$ cat src/rtl/mem_port_arbiter_pkg.sv
// Shared types and constants for the data-RAM port arbiter.
// Optional build macro: MEM_PORT_ARBITER_ALIGN_CHECK_EN (see mem_port_arbiter.sv).
package mem_port_arbiter_pkg;

  typedef enum logic [1:0] {
    IDLE   = 2'd0,
    ACCESS = 2'd1,
    DONE   = 2'd2
  } state_t;

  typedef enum logic {
    REQ_IF = 1'b0,
    REQ_LS = 1'b1
  } req_t;

  localparam int WAIT_W     = 4;
  localparam int DEF_ADDR_W = 16;
  localparam int DEF_DATA_W = 64;

  // Two-way round robin: on a tie the requester not served last wins.
  function automatic req_t pick_winner(input logic if_req, input logic ls_req,
                                       input req_t last);
    if (if_req && ls_req) begin
      return (last == REQ_IF) ? REQ_LS : REQ_IF;
    end else if (ls_req) begin
      return REQ_LS;
    end else begin
      return REQ_IF;
    end
  endfunction

endpackage

$ cat src/rtl/mem_port_wait_ctr.sv
// Loadable down-counter that times the ACCESS phase; zero marks the last
// ACCESS cycle.
module mem_port_wait_ctr
  import mem_port_arbiter_pkg::*;
(
  input  logic              CLK,
  input  logic              Reset_n,
  input  logic              load,
  input  logic [WAIT_W-1:0] load_val,
  input  logic              dec_en,
  output logic              zero
);

  logic [WAIT_W-1:0] cnt_q;

  always_ff @(posedge CLK or negedge Reset_n) begin
    if (!Reset_n) begin
      cnt_q <= '0;
    end else if (load) begin
      cnt_q <= load_val;
    end else if (dec_en && (cnt_q != '0)) begin
      cnt_q <= cnt_q - 1'b1;
    end
  end

  assign zero = (cnt_q == '0);

endmodule

$ cat src/rtl/mem_port_arbiter.sv
// Shares the single-port data RAM between instruction fetch and load/store.
// Define MEM_PORT_ARBITER_ALIGN_CHECK_EN to reject misaligned LS accesses via ls_err.
//
// Handshake: a requester holds req high until its done pulse; gnt is high from
// the cycle after the grant edge through the DONE cycle; done is a one-cycle
// pulse and the matching rdata is valid in that cycle and held until the next
// capture for the same requester.
module mem_port_arbiter
  import mem_port_arbiter_pkg::*;
#(
  parameter int ADDR_W      = DEF_ADDR_W,
  parameter int DATA_W      = DEF_DATA_W,
  parameter int WAIT_STATES = 1
) (
  input  logic              CLK,
  input  logic              Reset_n,
  input  logic              if_req,
  input  logic [ADDR_W-1:0] if_addr,
  output logic              if_gnt,
  output logic              if_done,
  output logic [DATA_W-1:0] if_rdata,
  input  logic              ls_req,
  input  logic              ls_we,
  input  logic [ADDR_W-1:0] ls_addr,
  input  logic [DATA_W-1:0] ls_wdata,
  output logic              ls_gnt,
  output logic              ls_done,
  output logic [DATA_W-1:0] ls_rdata,
`ifdef MEM_PORT_ARBITER_ALIGN_CHECK_EN
  output logic              ls_err,
`endif
  output logic              RCS,
  output logic              RR,
  output logic              WRR,
  output logic [ADDR_W-1:0] mem_addr,
  output logic [DATA_W-1:0] mem_wdata,
  input  logic [DATA_W-1:0] mem_rdata,
  output logic              busy
);

  localparam logic [WAIT_W-1:0] WS_INIT = WAIT_W'(WAIT_STATES);

  state_t state_q, state_d;
  req_t   winner_q, last_q, win;
  logic   we_q;
  logic   grant;
  logic   ctr_zero;
  logic   last_access;
`ifdef MEM_PORT_ARBITER_ALIGN_CHECK_EN
  logic   misalign;
  logic   err_q;
`endif

  // State register
  always_ff @(posedge CLK or negedge Reset_n) begin
    if (!Reset_n) begin
      state_q <= IDLE;
    end else begin
      state_q <= state_d;
    end
  end

  // Next-state and grant decision
  always_comb begin
    state_d = state_q;
    grant   = 1'b0;
    win     = pick_winner(if_req, ls_req, last_q);
`ifdef MEM_PORT_ARBITER_ALIGN_CHECK_EN
    misalign = 1'b0;
`endif
    case (state_q)
      IDLE: begin
        if (if_req || ls_req) begin
          grant   = 1'b1;
          state_d = ACCESS;
`ifdef MEM_PORT_ARBITER_ALIGN_CHECK_EN
          if ((win == REQ_LS) && (ls_addr[2:0] != 3'b000)) begin
            misalign = 1'b1;
            state_d  = DONE;
          end
`endif
        end
      end
      ACCESS: begin
        if (ctr_zero) begin
          state_d = DONE;
        end
      end
      DONE:    state_d = IDLE;
      default: state_d = IDLE;
    endcase
  end

  assign last_access = (state_q == ACCESS) && ctr_zero;

  mem_port_wait_ctr u_wait_ctr (
    .CLK      (CLK),
    .Reset_n  (Reset_n),
    .load     (grant),
    .load_val (WS_INIT),
    .dec_en   (state_q == ACCESS),
    .zero     (ctr_zero)
  );

  // Transaction latches, read-data capture and round-robin pointer
  always_ff @(posedge CLK or negedge Reset_n) begin
    if (!Reset_n) begin
      winner_q  <= REQ_IF;
      last_q    <= REQ_IF;
      we_q      <= 1'b0;
      mem_addr  <= '0;
      mem_wdata <= '0;
      if_rdata  <= '0;
      ls_rdata  <= '0;
`ifdef MEM_PORT_ARBITER_ALIGN_CHECK_EN
      err_q     <= 1'b0;
`endif
    end else begin
      if (grant) begin
        winner_q <= win;
        if (win == REQ_LS) begin
          mem_addr  <= ls_addr;
          mem_wdata <= ls_wdata;
          we_q      <= ls_we;
        end else begin
          mem_addr  <= if_addr;
          mem_wdata <= '0;
          we_q      <= 1'b0;
        end
`ifdef MEM_PORT_ARBITER_ALIGN_CHECK_EN
        err_q <= misalign;
`endif
      end
      if (last_access) begin
        if (winner_q == REQ_IF) begin
          if_rdata <= mem_rdata;
        end else if (!we_q) begin
          ls_rdata <= mem_rdata;
        end
      end
      if (state_q == DONE) begin
        last_q <= winner_q;
      end
    end
  end

  // Strobes decode straight from the state flop so reset drops them at once.
  assign busy    = (state_q != IDLE);
  assign RCS     = (state_q == ACCESS);
  assign RR      = RCS && !we_q;
  assign WRR     = RCS && we_q;
  assign if_gnt  = busy && (winner_q == REQ_IF);
  assign ls_gnt  = busy && (winner_q == REQ_LS);
  assign if_done = (state_q == DONE) && (winner_q == REQ_IF);
  assign ls_done = (state_q == DONE) && (winner_q == REQ_LS);
`ifdef MEM_PORT_ARBITER_ALIGN_CHECK_EN
  assign ls_err  = ls_done && err_q;
`endif

endmodule

$ cat config.mk
export PLATFORM = sky130hd
export DESIGN_NAME = mem_port_arbiter
export DESIGN_NICKNAME = d
export VERILOG_FILES = /design/src/rtl/mem_port_arbiter_pkg.sv /design/src/rtl/mem_port_wait_ctr.sv /design/src/rtl/mem_port_arbiter.sv
export SDC_FILE = /design/constraint.sdc
export NUM_CORES = 1
export LEC_CHECK = 0
export CAP_MARGIN = 30
export CORE_MARGIN = 4
export CORE_UTILIZATION = 42
export DETAILED_ROUTE_END_ITERATION = 16
export GPL_TIMING_DRIVEN = 0
export PLACE_DENSITY_LB_ADDON = 0.15
export SLEW_MARGIN = 25
export SYNTH_ARGS = -nofsm -noshare
export SYNTH_HDL_FRONTEND = slang
export SYNTH_HIERARCHICAL = 1
export SYNTH_SLANG_ARGS = --single-unit
$ cat constraint.sdc
create_clock -name CLK -period 2.8 [get_ports CLK]
set_input_delay 0.42 -clock CLK [delete_from_list [all_inputs] [get_ports CLK]]
set_output_delay 0.42 -clock CLK [all_outputs]
set_load 0.005 [all_outputs]
; Word-level counts from Yosys, hierarchy flattened
; Cells that the tools add are included.
[classes]
addsub = 1
eq_ne = 4
n_mux = 13
bitwise_logic = 2
n_reduce_logical = 19
[ops]
columns = op, n
row1 = $mux 64, 1
row2 = $mux 16, 1
row3 = $logic_and 1x1->1, 9
row4 = $mux 4, 2
row5 = $mux 1, 6
row6 = $logic_not 4->1, 1
row7 = $mux 2, 2
row8 = $pmux 2 s2, 1
row9 = $reduce_and 2->1, 2
row10 = $reduce_bool 2->1, 2
row11 = $reduce_bool 4->1, 1
row12 = $sub 4x1->4 const B, 1
row13 = $reduce_and 3->1, 1
row14 = $eq 2x1->1 const B, 1
row15 = $eq 2x2->1 const B, 1
row16 = $logic_not 2->1, 1
row17 = $ne 2x1->1 const B, 1
row18 = $ne 2x2->1 const B, 1
row19 = $not 1->1, 2
row20 = $logic_not 1->1, 1
row21 = $logic_or 1x1->1, 1
[totals]
ff_bits = 217
inputBits = 165
out_inout_bits = 216
word_cells = 48

; Depth between registers and ports, before layout
; Gate-level depths: netlist of run 1.
[depth]
depth_word = 4
ltp_mapped = 8
depth_no_buf = 7

; Modules after synthesis
; The synthesis of run 1 kept the hierarchy.
[modules_own_cells]
columns = module, n_inst, cells_per_inst, area_each_um2, seq_area_each_um2
row1 = mem_port_arbiter, 1, 531, 8029.0, 5330.1
row2 = mem_port_wait_ctr, 1, 27, 252.7, 100.1

; Least setup slack after synthesis of run 1
; No wires, ideal clock.
[synth_timing]
path_type = register to register
from = register u_wait_ctr.cnt_q[0]
to = register ls_rdata[3]
setup_time_ns = 0.125
t_arrival_ns = 2.125
required_time_ns = 2.675
slack_ns = 0.550
stages_incl_launch_ff = 9
path_buffers = 1
period_less_slack_ns = 2.250
cell_sequence = dfrtp_1 > inv_1 > ha_1 > or3b_4 > inv_1 > nand3b_4 > nor3_4 > buf_6 > mux2_2
[synth_between]
elab_chain_len = 3
[synth_rtl]
columns = item, line
row1 = "start, declared", mem_port_wait_ctr.sv:14  ; logic [WAIT_W-1:0] cnt_q;
row2 = "start signal, assigned", mem_port_wait_ctr.sv:20  ; cnt_q <= load_val;
row3 = "start signal, assigned", mem_port_wait_ctr.sv:22  ; cnt_q <= cnt_q - 1'b1;
row4 = $logic_not 4->1, mem_port_wait_ctr.sv:26  ; assign zero = (cnt_q == '0);
row5 = named net ctr_zero, mem_port_arbiter.sv:47  ; logic ctr_zero;
row6 = $logic_and 1x1->1, mem_port_arbiter.sv:94  ; assign last_access = (state_q == ACCESS) && ctr_zero;
row7 = $reduce_and 3->1 (no line), n/a
row8 = "end signal, assigned", mem_port_arbiter.sv:138  ; ls_rdata <= mem_rdata;
row9 = "end, declared", mem_port_arbiter.sv:28  ; output logic [DATA_W-1:0] ls_rdata,
; The timed path passes the listed nets, and every way through them passes these cells.
; A chain may end at the register's enable or synchronous reset.

; Final worst setup path of run 1
[layout_timing]
from = register u_wait_ctr.cnt_q[0]
to = register if_rdata[15]
[layout_between]
elab_chain_len = 3
[layout_rtl]
columns = item, line
row1 = $logic_not 4->1, mem_port_wait_ctr.sv:26
row2 = named net ctr_zero, mem_port_arbiter.sv:47
row3 = $logic_and 1x1->1, mem_port_arbiter.sv:94
row4 = $reduce_and 2->1 (no line), n/a
row5 = "end signal, assigned", mem_port_arbiter.sv:136  ; if_rdata <= mem_rdata;
row6 = "end, declared", mem_port_arbiter.sv:21  ; output logic [DATA_W-1:0] if_rdata,
; The timed path passes the listed nets, and every way through them passes these cells.

==> metrics.txt, run 1 <==
share of layout cells above drive strength 1 19.4%; CTS root buf clkbuf_16; Worst Path Class, Setup flop to flop; Setup violations, final 0; Final period util 94.0%; crit path time final 2630 ps; htree depth 1; mean post-synth cell area 14.8 sq um; clk slew on worst S/H paths 60 ps; Peak VDD IR 0.000520 V; Netlist cell types 38; fin. max-slew vios 0; worst hold path depth 3; actual slew at the worst max-slew pin 659 ps; initial antenna violation count 0; global-route wire length before repair 37.1 mm; crit path launch type flop; critical path peak fanout 10; Yosys reg bits 217; Fin Hold WS 481 ps; DP HPWL 18.5 mm; number of I/O pins 381; number of global-route vias before repair 6367; WL per Instance 19.5 um; GRT Total Usage 21.3%; maximum buffer depth of the clock tree 3; RSZ-0062 raised after global routing false; Worst Path Arrival 3010 ps; final net count 1135; Cells after Synth 558; slew margin rel. 56.0%; dpl cell area 12500 sq um; die area 22000 sq um; Final Cell Area 13300 sq um; largest net degree at the start of global routing 88; via/cell ratio 4.92; pwr/cell area 1130 nW/um^2; CORE AREA 19400 sq um; Hold Crit Class input port to flop; leak pwr 5.73 nW; Synth async-reset ratio 100%; CTS Buf Count 23; Max Clock Freq 380 MHz; routed via count 6147; Routed WL 24.4 mm; gr ovfl total 0; Die X 148 um; CP required 3170 ps; PortBufs 380; synthesis-to-finish area growth 60.5%; EDFF count, synth 0; # fillers 1460; Die H 148 um; MaxCap Viol Count 0; detailed router's first-iteration violation count 188; status completed; skew final 11.6 ps; yosys warns 6; DR DRC count 0; clk_lat worst skew 500 ps; First-pass DRT Iterations 4; ys flop type dfrtp_1; synthesized area 8280 sq um; post-route ant nets 0; Final GP Congestion 0.781; Fin. Hold Viols 0; endpoint type of the worst setup path flop; post-synthesis sequential area ratio 65.6%; initial core utilization 42.7%; n_diodes 0; CTS tree done; Worst R2R Path Depth 8; CTS sink count 217; row cnt 51
[flip-flops by register name, indices dropped and copies added (netlist names)]
name and count:
if_rdata 64, ls_rdata 64, mem_wdata 64, mem_addr 16, u_wait_ctr/cnt_q 4, state_q 2, last_q 1, we_q 1
winner_q 1
[cells in the final DEF, fill, tap and decap left out, types with 2 or more instances in the layout]
cell type        netlist  routed
a22o_1                65      65
nor3_1                 2       2
nand2_1               36      36
clkinv_2               0       6
clkdlybuf4s50_1        0     379
mux2_2               110     110
nand2b_1               3       3
clkbuf_1               6       8
dfrtp_1              217     217
a31oi_1               16      16
clkbuf_8               0       7
clkbuf_16              0      23
inv_1                  6       6
buf_1                  2       2
o21ai_0                2       2
conb_1                 2       4
buf_2                 10      10
inv_2                  2       2
buf_16                 0       2
buf_6                  6       6
nor2_1                 6       6
a21oi_1               19      19
buf_4                 11      11
bufinv_16              0       2
mux2_1                18      18
[per-layer routing]
metal / GRT usage (%) / vias to the layer above / share of wire [%]
li1: - / 2836 / -
met1: 25.1 / 2991 / 37
met2: 36.4 / 272 / 50
met3: 7.68 / 48 / 9.7
met4: 6.93 / 0 / 2.9
met5: 0 / - / 0
[final timing paths]
path / startpoint / endpoint / slack [ps]
min in group asynchronous: Reset_n / if_rdata[17]$_DFFE_PN0P_ / 550
setup reg to reg: u_wait_ctr/cnt_q[0]$_DFFE_PN0P_ / if_rdata[15]$_DFFE_PN0P_ / 170
setup / recovery: u_wait_ctr/cnt_q[0]$_DFFE_PN0P_ / if_rdata[15]$_DFFE_PN0P_ / 170
hold reg to reg: ls_rdata[13]$_DFFE_PN0P_ / ls_rdata[13]$_DFFE_PN0P_ / 490
hold / removal: if_addr[0] / mem_addr[0]$_DFFE_PN0P_ / 480
max in group asynchronous: Reset_n / mem_addr[4]$_DFFE_PN0P_ / 1150
[where the power goes]
| part | total [mW] | internal [mW] | switching [mW] |
|---|---|---|---|
| combinational | 6.40 | 4.20 | 2.20 |
| sequential | 5.54 | 4.69 | 0.845 |
| clock | 3.09 | 1.87 | 1.22 |
| total | 15.0 | 10.8 | 4.26 |
[cell usage after synthesis, types with 2 or more instances]
library cell	n	area [sq um]
inv_2	2	7.51
clkbuf_1	6	22.5
conb_1	2	7.51
nor3_1	2	10.0
buf_1	2	7.51
inv_1	6	22.5
nor2_1	6	22.5
buf_2	10	50.1
mux2_1	18	203
a31oi_1	16	100
buf_6	6	67.6
a21oi_1	19	95.1
dfrtp_1	217	5430
a22o_1	65	569
mux2_2	110	1240
nand2b_1	3	18.8
buf_4	11	82.6
nand2_1	36	135
o21ai_0	2	10.0
[layout make-up]
type	count	area, sq um	area share [%]
Buffer	35	231	1.74
Clock buffer	33	683	5.14
Clock inverter	8	90.1	0.678
Inverter	8	30.0	0.226
Multi-Input combinational cell	300	2600	19.6
Sequential cell	217	5430	40.9
Tap cell	265	332	2.50
Timing Repair Buffer	384	3890	29.3
[timing repair]
| action | CTS | global route |
|---|---|---|
| resized for setup | 0 | 2 |
| hold buffers | 1 | 0 |
| buffers inserted | 0 | 1 |
| endpoints found under the setup margin | 0 | 28 |
| hold endpoints to repair | 86 | 0 |
[cell families after synthesis]
group                    after synthesis  share of synthesized area [%]
flip-flops                           217                           65.6
multiplexers                         128                           17.4
AO/OA/AOI/OAI                        110                           10.1
AND/OR/NAND/NOR                       57                           3.52
buffers and inverters                 43                           3.14
other                                  2                         0.0907
adder cells (fa/ha/maj)                1                          0.151
[through the flow]
step / TNS (ps) / total power, mW / setup slack, ps / std cells / utilization [%]
2_1_floorplan: 0 / 7.83 / 550 / 560 / -
3_3_place_gp: -1722040 / 11.9 / -7950 / 1205 / 64.0
3_5_place_dp: -36.9 / 12.0 / -36.9 / 1207 / 64.4
4_1_cts: 0 / 15.2 / 34.5 / 1249 / 68.4
5_1_grt: 0 / 15.9 / 9.60 / 1250 / 68.5
6_report: 0 / 15.0 / 168 / 1250 / 68.5
[critical path, stage by stage, from the launching register on]
cell and delay, ps:
dfrtp_1 380, inv_1 90, ha_1 200, or3b_4 430, inv_1 130, nand3b_4 110
nor2_2 480, buf_4 310, mux2_2 360
(Power assumes the default switching activity.)
==> inputs of run 2 (changes only) <==
CORE_AREA = 2 2 148 150   (was not set)
CORE_MARGIN = not set   (was 4)
CORE_UTILIZATION = not set   (was 42)
CTS_CLUSTER_SIZE = 20   (was not set)
DIE_AREA = 0 0 150 152   (was not set)
==> run 2 against run 1 <==
Effect of this change: global-route usage is 0.93 points lower; sequential power is 0.7% lower; final cell count is 1.3% higher; total power is 0.29% higher; largest cell class unchanged; worst setup slack better by 6.5 ps; routed wire length is 4.2% lower; count of clock-buffer cells in the layout is 4 higher; utilization is 6.0 points lower; sequential cell count stayed put; fmax is 0.25% higher.
==> metrics.txt, run 2 (synthesis results as in run 1) <==
status completed; CP required 2380 ps; Worst Path Class, Setup flop to output port; fin. max-slew vios 0; gr ovfl total 0; crit path time final 2630 ps; clk slew on worst S/H paths 60 ps; Routed WL 23.4 mm; MaxCap Viol Count 0; Final Util 62.5%; final setup TNS 0 ps; DR DRC count 0; post-route ant nets 0; maximum buffer depth of the clock tree 3; CTS tree done; die area 22800 sq um; DP HPWL 17.3 mm; WL per Instance 18.5 um; Die X 150 um; Setup violations, final 0; clk_lat worst skew 500 ps; Max Clock Freq 381 MHz; Final period util 93.8%; skew final 13.8 ps; GRT Total Usage 20.4%; CTS root buf clkbuf_16; largest net degree at the start of global routing 92; Worst Path Arrival 2210 ps; placed cells 1222; share of layout cells above drive strength 1 19.2%; CORE AREA 21400 sq um; Fin. Hold Viols 0; Top Registers if_rdata (64), ls_rdata (64), mem_wdata (64); PortBufs 380; Final GP Congestion 0.791; via/cell ratio 4.82; number of global-route vias before repair 6453; CTS sink count 217; RSZ-0062 raised after global routing false; number of I/O pins 381; most frequent cells in the layout clkdlybuf4s50_1 (379), dfrtp_1 (217), mux2_2 (110); RR Startpoint u_wait_ctr/cnt_q[0]$_DFFE_PN0P_; First-pass DRT Iterations 4; Worst R2R End if_rdata[27]$_DFFE_PN0P_; reg2reg setup slack 180 ps; Design Power 15.1 mW; endpoint type of the worst setup path output port; leak pwr 5.74 nW; pwr/cell area 1130 nW/um^2; critical path peak fanout 10; routed via count 6098; post-route insts no fill 1266; Worst R2R Path Depth 8; Peak VDD IR 0.000637 V; detailed router's first-iteration violation count 172; Hold Crit Class input port to async pin; synthesis-to-finish area growth 61.1%; final net count 1136; n_diodes 0; crit path launch type flop; slew margin rel. 60.4%; most common cell after layout, fill and taps aside clkdlybuf4s50_1; initial core utilization 38.8%; Die H 152 um; row cnt 54; global-route wire length before repair 36.6 mm; initial antenna violation count 0; CTS Buf Count 24; actual slew at the worst max-slew pin 593 ps; htree depth 1
-- run 2: routing by layer --
| layer | vias up | GRT usage, % | part of all wire [%] |
|---|---|---|---|
| li1 | 2837 | - | - |
| met1 | 2990 | 24.6 | 40 |
| met2 | 240 | 35.4 | 50 |
| met3 | 31 | 6.04 | 8.3 |
| met4 | 0 | 5.39 | 2.1 |
| met5 | - | 0 | 0 |
-- run 2: critical path: stages (launching register included) --
cell	delay, ps
dfrtp_1	440
nor2_1	170
clkbuf_2	240
buf_2	260
inv_1	90
clkdlybuf4s50_1	500
-- run 2: metrics by stage --
step	hold slack, ps	setup WS [ps]	area (sq um)
final	421	175	13300
after global placement	467	-8120	12400
after detailed placement	371	-83.1	12500
after CTS	432	8.05	13300
after global routing	452	5.49	13300
after floorplan	124	550	8290
-- run 2: cell type report --
cell class | count | area, sq um
clock inverter | 5 | 75.1
sequential | 217 | 5430
inverter | 8 | 30.0
tap | 280 | 350
fill | 1718 | 8010
clock buffer | 37 | 731
multi-input combinational | 300 | 2600
timing repair buffer | 384 | 3890
buffer | 35 | 231
-- run 2: where the power goes --
part           switching (mW)  internal, mW
combinational            2.17          4.20
clock                    1.22          1.97
sequential              0.811          4.69
-- run 2: repair_timing --
| item | 4_1_cts | 5_1_grt |
|---|---|---|
| hold buffers | 1 | 0 |
| setup endpoints to repair | 0 | 63 |
| hold endpoints to repair | 55 | 0 |
| resized for setup | 0 | 2 |
| buffers inserted | 0 | 1 |
-- run 2: worst max path at each step --
stage	from	endpoint	slack, ps	cells after the start
2_1_floorplan	u_wait_ctr/cnt_q[0]$_DFFE_PN0P_	ls_rdata[3]$_DFFE_PN0P_	550	8
3_3_place_gp	Reset_n	mem_wdata[44]$_DFFE_PN0P_	-8120	1
3_5_place_dp	if_req	u_wait_ctr/cnt_q[3]$_DFFE_PN0P_	-80	9
4_1_cts	state_q[0]$_DFFE_PN0P_	busy	8	5
5_1_grt	u_wait_ctr/cnt_q[0]$_DFFE_PN0P_	if_rdata[46]$_DFFE_PN0P_	5	8
6_report	state_q[0]$_DFFE_PN0P_	busy	170	5
==> inputs of run 3 (changes only) <==
CORE_AREA = not set   (was 2 2 148 150)
CORE_MARGIN = 8   (was not set)
CORE_UTILIZATION = 42   (was not set)
DIE_AREA = not set   (was 0 0 150 152)
GPL_TIMING_DRIVEN = not set   (was 0)
==> run 3 against run 2 <==
Effect of this change: critical path type unchanged; worst hold slack lost 420 ps; non-clock buffer count is 27 lower; largest cell class unchanged; count of clock-buffer cells in the layout shrank 2; the run now ends with negative hold slack left; die area increased by 7.3%; design area fell by 2.2%; critical endpoint unchanged; clock skew shrank 2.4 ps; final cell count is 3.6% lower; total power down 2.0%.
==> metrics.txt, run 3 (synthesis results as in run 1) <==
status complete, but fails checks; failing checks negative hold slack; largest net degree at the start of global routing 87; number of I/O pins 381; Die H 156 um; critical path peak fanout 11; Routed WL 26.1 mm; maximum buffer depth of the clock tree 3; clk_lat worst skew 490 ps; CORE AREA 19400 sq um; crit path launch type flop; endpoint type of the worst setup path output port; Peak VDD IR 0.000625 V; post-CTS resize count 0; Sequential Area 5430 sq um; pwr/cell area 1130 nW/um^2; die area 24500 sq um; Post-CTS Setup Inserts 0; share of layout cells above drive strength 1 17.4%; Fin. Hold Viols 5; CP peak stage delay 570 ps; First-pass DRT Iterations 4; routed via count 6171; Top Registers if_rdata (64), ls_rdata (64), mem_wdata (64); Hold Crit Class input port to async pin; final net count 1108; Max Clock Freq 385 MHz; CP required 2380 ps; via/cell ratio 5.06; initial antenna violation count 1; post-route ant nets 0; Slowest cell on crit path nor2_1; actual slew at the worst max-slew pin 712 ps; CTS Buf Count 23; CTS Hold Bufs 0; most frequent cells in the layout clkdlybuf4s50_1 (379), dfrtp_1 (217), mux2_2 (110); RSZ-0062 raised after global routing false; area of the multi-input gates 2610 sq um; Worst Path Class, Setup flop to output port; WL per Instance 21.4 um; row cnt 51; DR DRC count 0; most common cell after layout, fill and taps aside clkdlybuf4s50_1; GRT Total Usage 20.7%; PortBufs 380; worst-path cell chain nor2_1 > inv_1 > clkdlybuf4s50_1; detailed router's first-iteration violation count 180; Die X 156 um; DP HPWL 19.8 mm; global-route wire length before repair 39.7 mm; Setup WS post-layout 202 ps; synthesis-to-finish area growth 57.5%; slew margin rel. 52.5%; Final period util 92.8%; CTS sink count 217; fin. max-slew vios 0; # fillers 1456; Fin Hold WS -4.42 ps; crit path time final 2600 ps; gr ovfl total 0; number of global-route vias before repair 6850; CTS root buf clkbuf_16; dpl ws 385 ps; MaxCap Viol Count 0; htree depth 1; final setup TNS 0 ps; Worst Path Arrival 2180 ps; leak pwr 5.58 nW; clk slew on worst S/H paths 60 ps; initial core utilization 42.7%; skew final 11.4 ps; Final GP Congestion 0.852; Setup violations, final 0; CTS tree done
-- run 3: stage by stage --
stage | total power [mW] | cell area (sq um) | hold slack (ps) | util [%] | cells
2_1_floorplan | 7.83 | 8290 | 124 | - | 560
3_3_place_gp | 11.9 | 12400 | 468 | 63.7 | 1182
3_5_place_dp | 12.1 | 12400 | 474 | 63.7 | 1182
4_1_cts | 15.0 | 13000 | 9.99 | 67.2 | 1219
5_1_grt | 15.6 | 13000 | 40.0 | 67.2 | 1219
6_report | 14.8 | 13000 | -4.42 | 67.3 | 1220
-- run 3: final cells by class --
cell class | instances | share of cell area (%)
Antenna cell | 1 | 0.0192
Clock buffer | 35 | 5.14
Clock inverter | 2 | 0.0767
Inverter | 8 | 0.230
Multi-Input combinational cell | 300 | 20.0
Sequential cell | 217 | 41.6
Tap cell | 265 | 2.54
Timing Repair Buffer | 392 | 30.4
-- run 3: final timing paths --
check / to / depth (start not counted) / slack [ps] / from
min: ls_rdata[6]$_DFFE_PN0P_ / 1 / -4 / Reset_n
max reg2reg: ls_rdata[17]$_DFFE_PN0P_ / 8 / 360 / u_wait_ctr/cnt_q[0]$_DFFE_PN0P_
max in group asynchronous: mem_wdata[14]$_DFFE_PN0P_ / 2 / 2070 / Reset_n
min reg2reg: ls_rdata[62]$_DFFE_PN0P_ / 1 / 490 / ls_rdata[62]$_DFFE_PN0P_
max: busy / 3 / 200 / state_q[0]$_DFFE_PN0P_
min in group CLK: ls_rdata[62]$_DFFE_PN0P_ / 1 / 490 / ls_rdata[62]$_DFFE_PN0P_
-- run 3: metal layers --
metal | global-route usage, % | share of wire (%) | vias to the layer above
met1 | 23.7 | 38 | 3073
met2 | 35.9 | 50 | 275
met4 | 7.69 | 3.1 | 2
met5 | 0 | 0.031 | -
met3 | 6.23 | 9.0 | 49
li1 | - | - | 2772
-- run 3: where the power goes --
part | leakage, nW | total [mW] | switching [mW] | internal (mW)
Sequential | 2.68 | 5.60 | 0.908 | 4.69
Combinational | 2.56 | 6.38 | 2.23 | 4.15
Clock | 0.335 | 2.78 | 1.15 | 1.63
-- run 3: critical path, delay by kind of cell (launching register included) --
family / cells / cell delay [ps]
simple gates: 1 / 570
flops: 1 / 460
buf+inv: 2 / 650
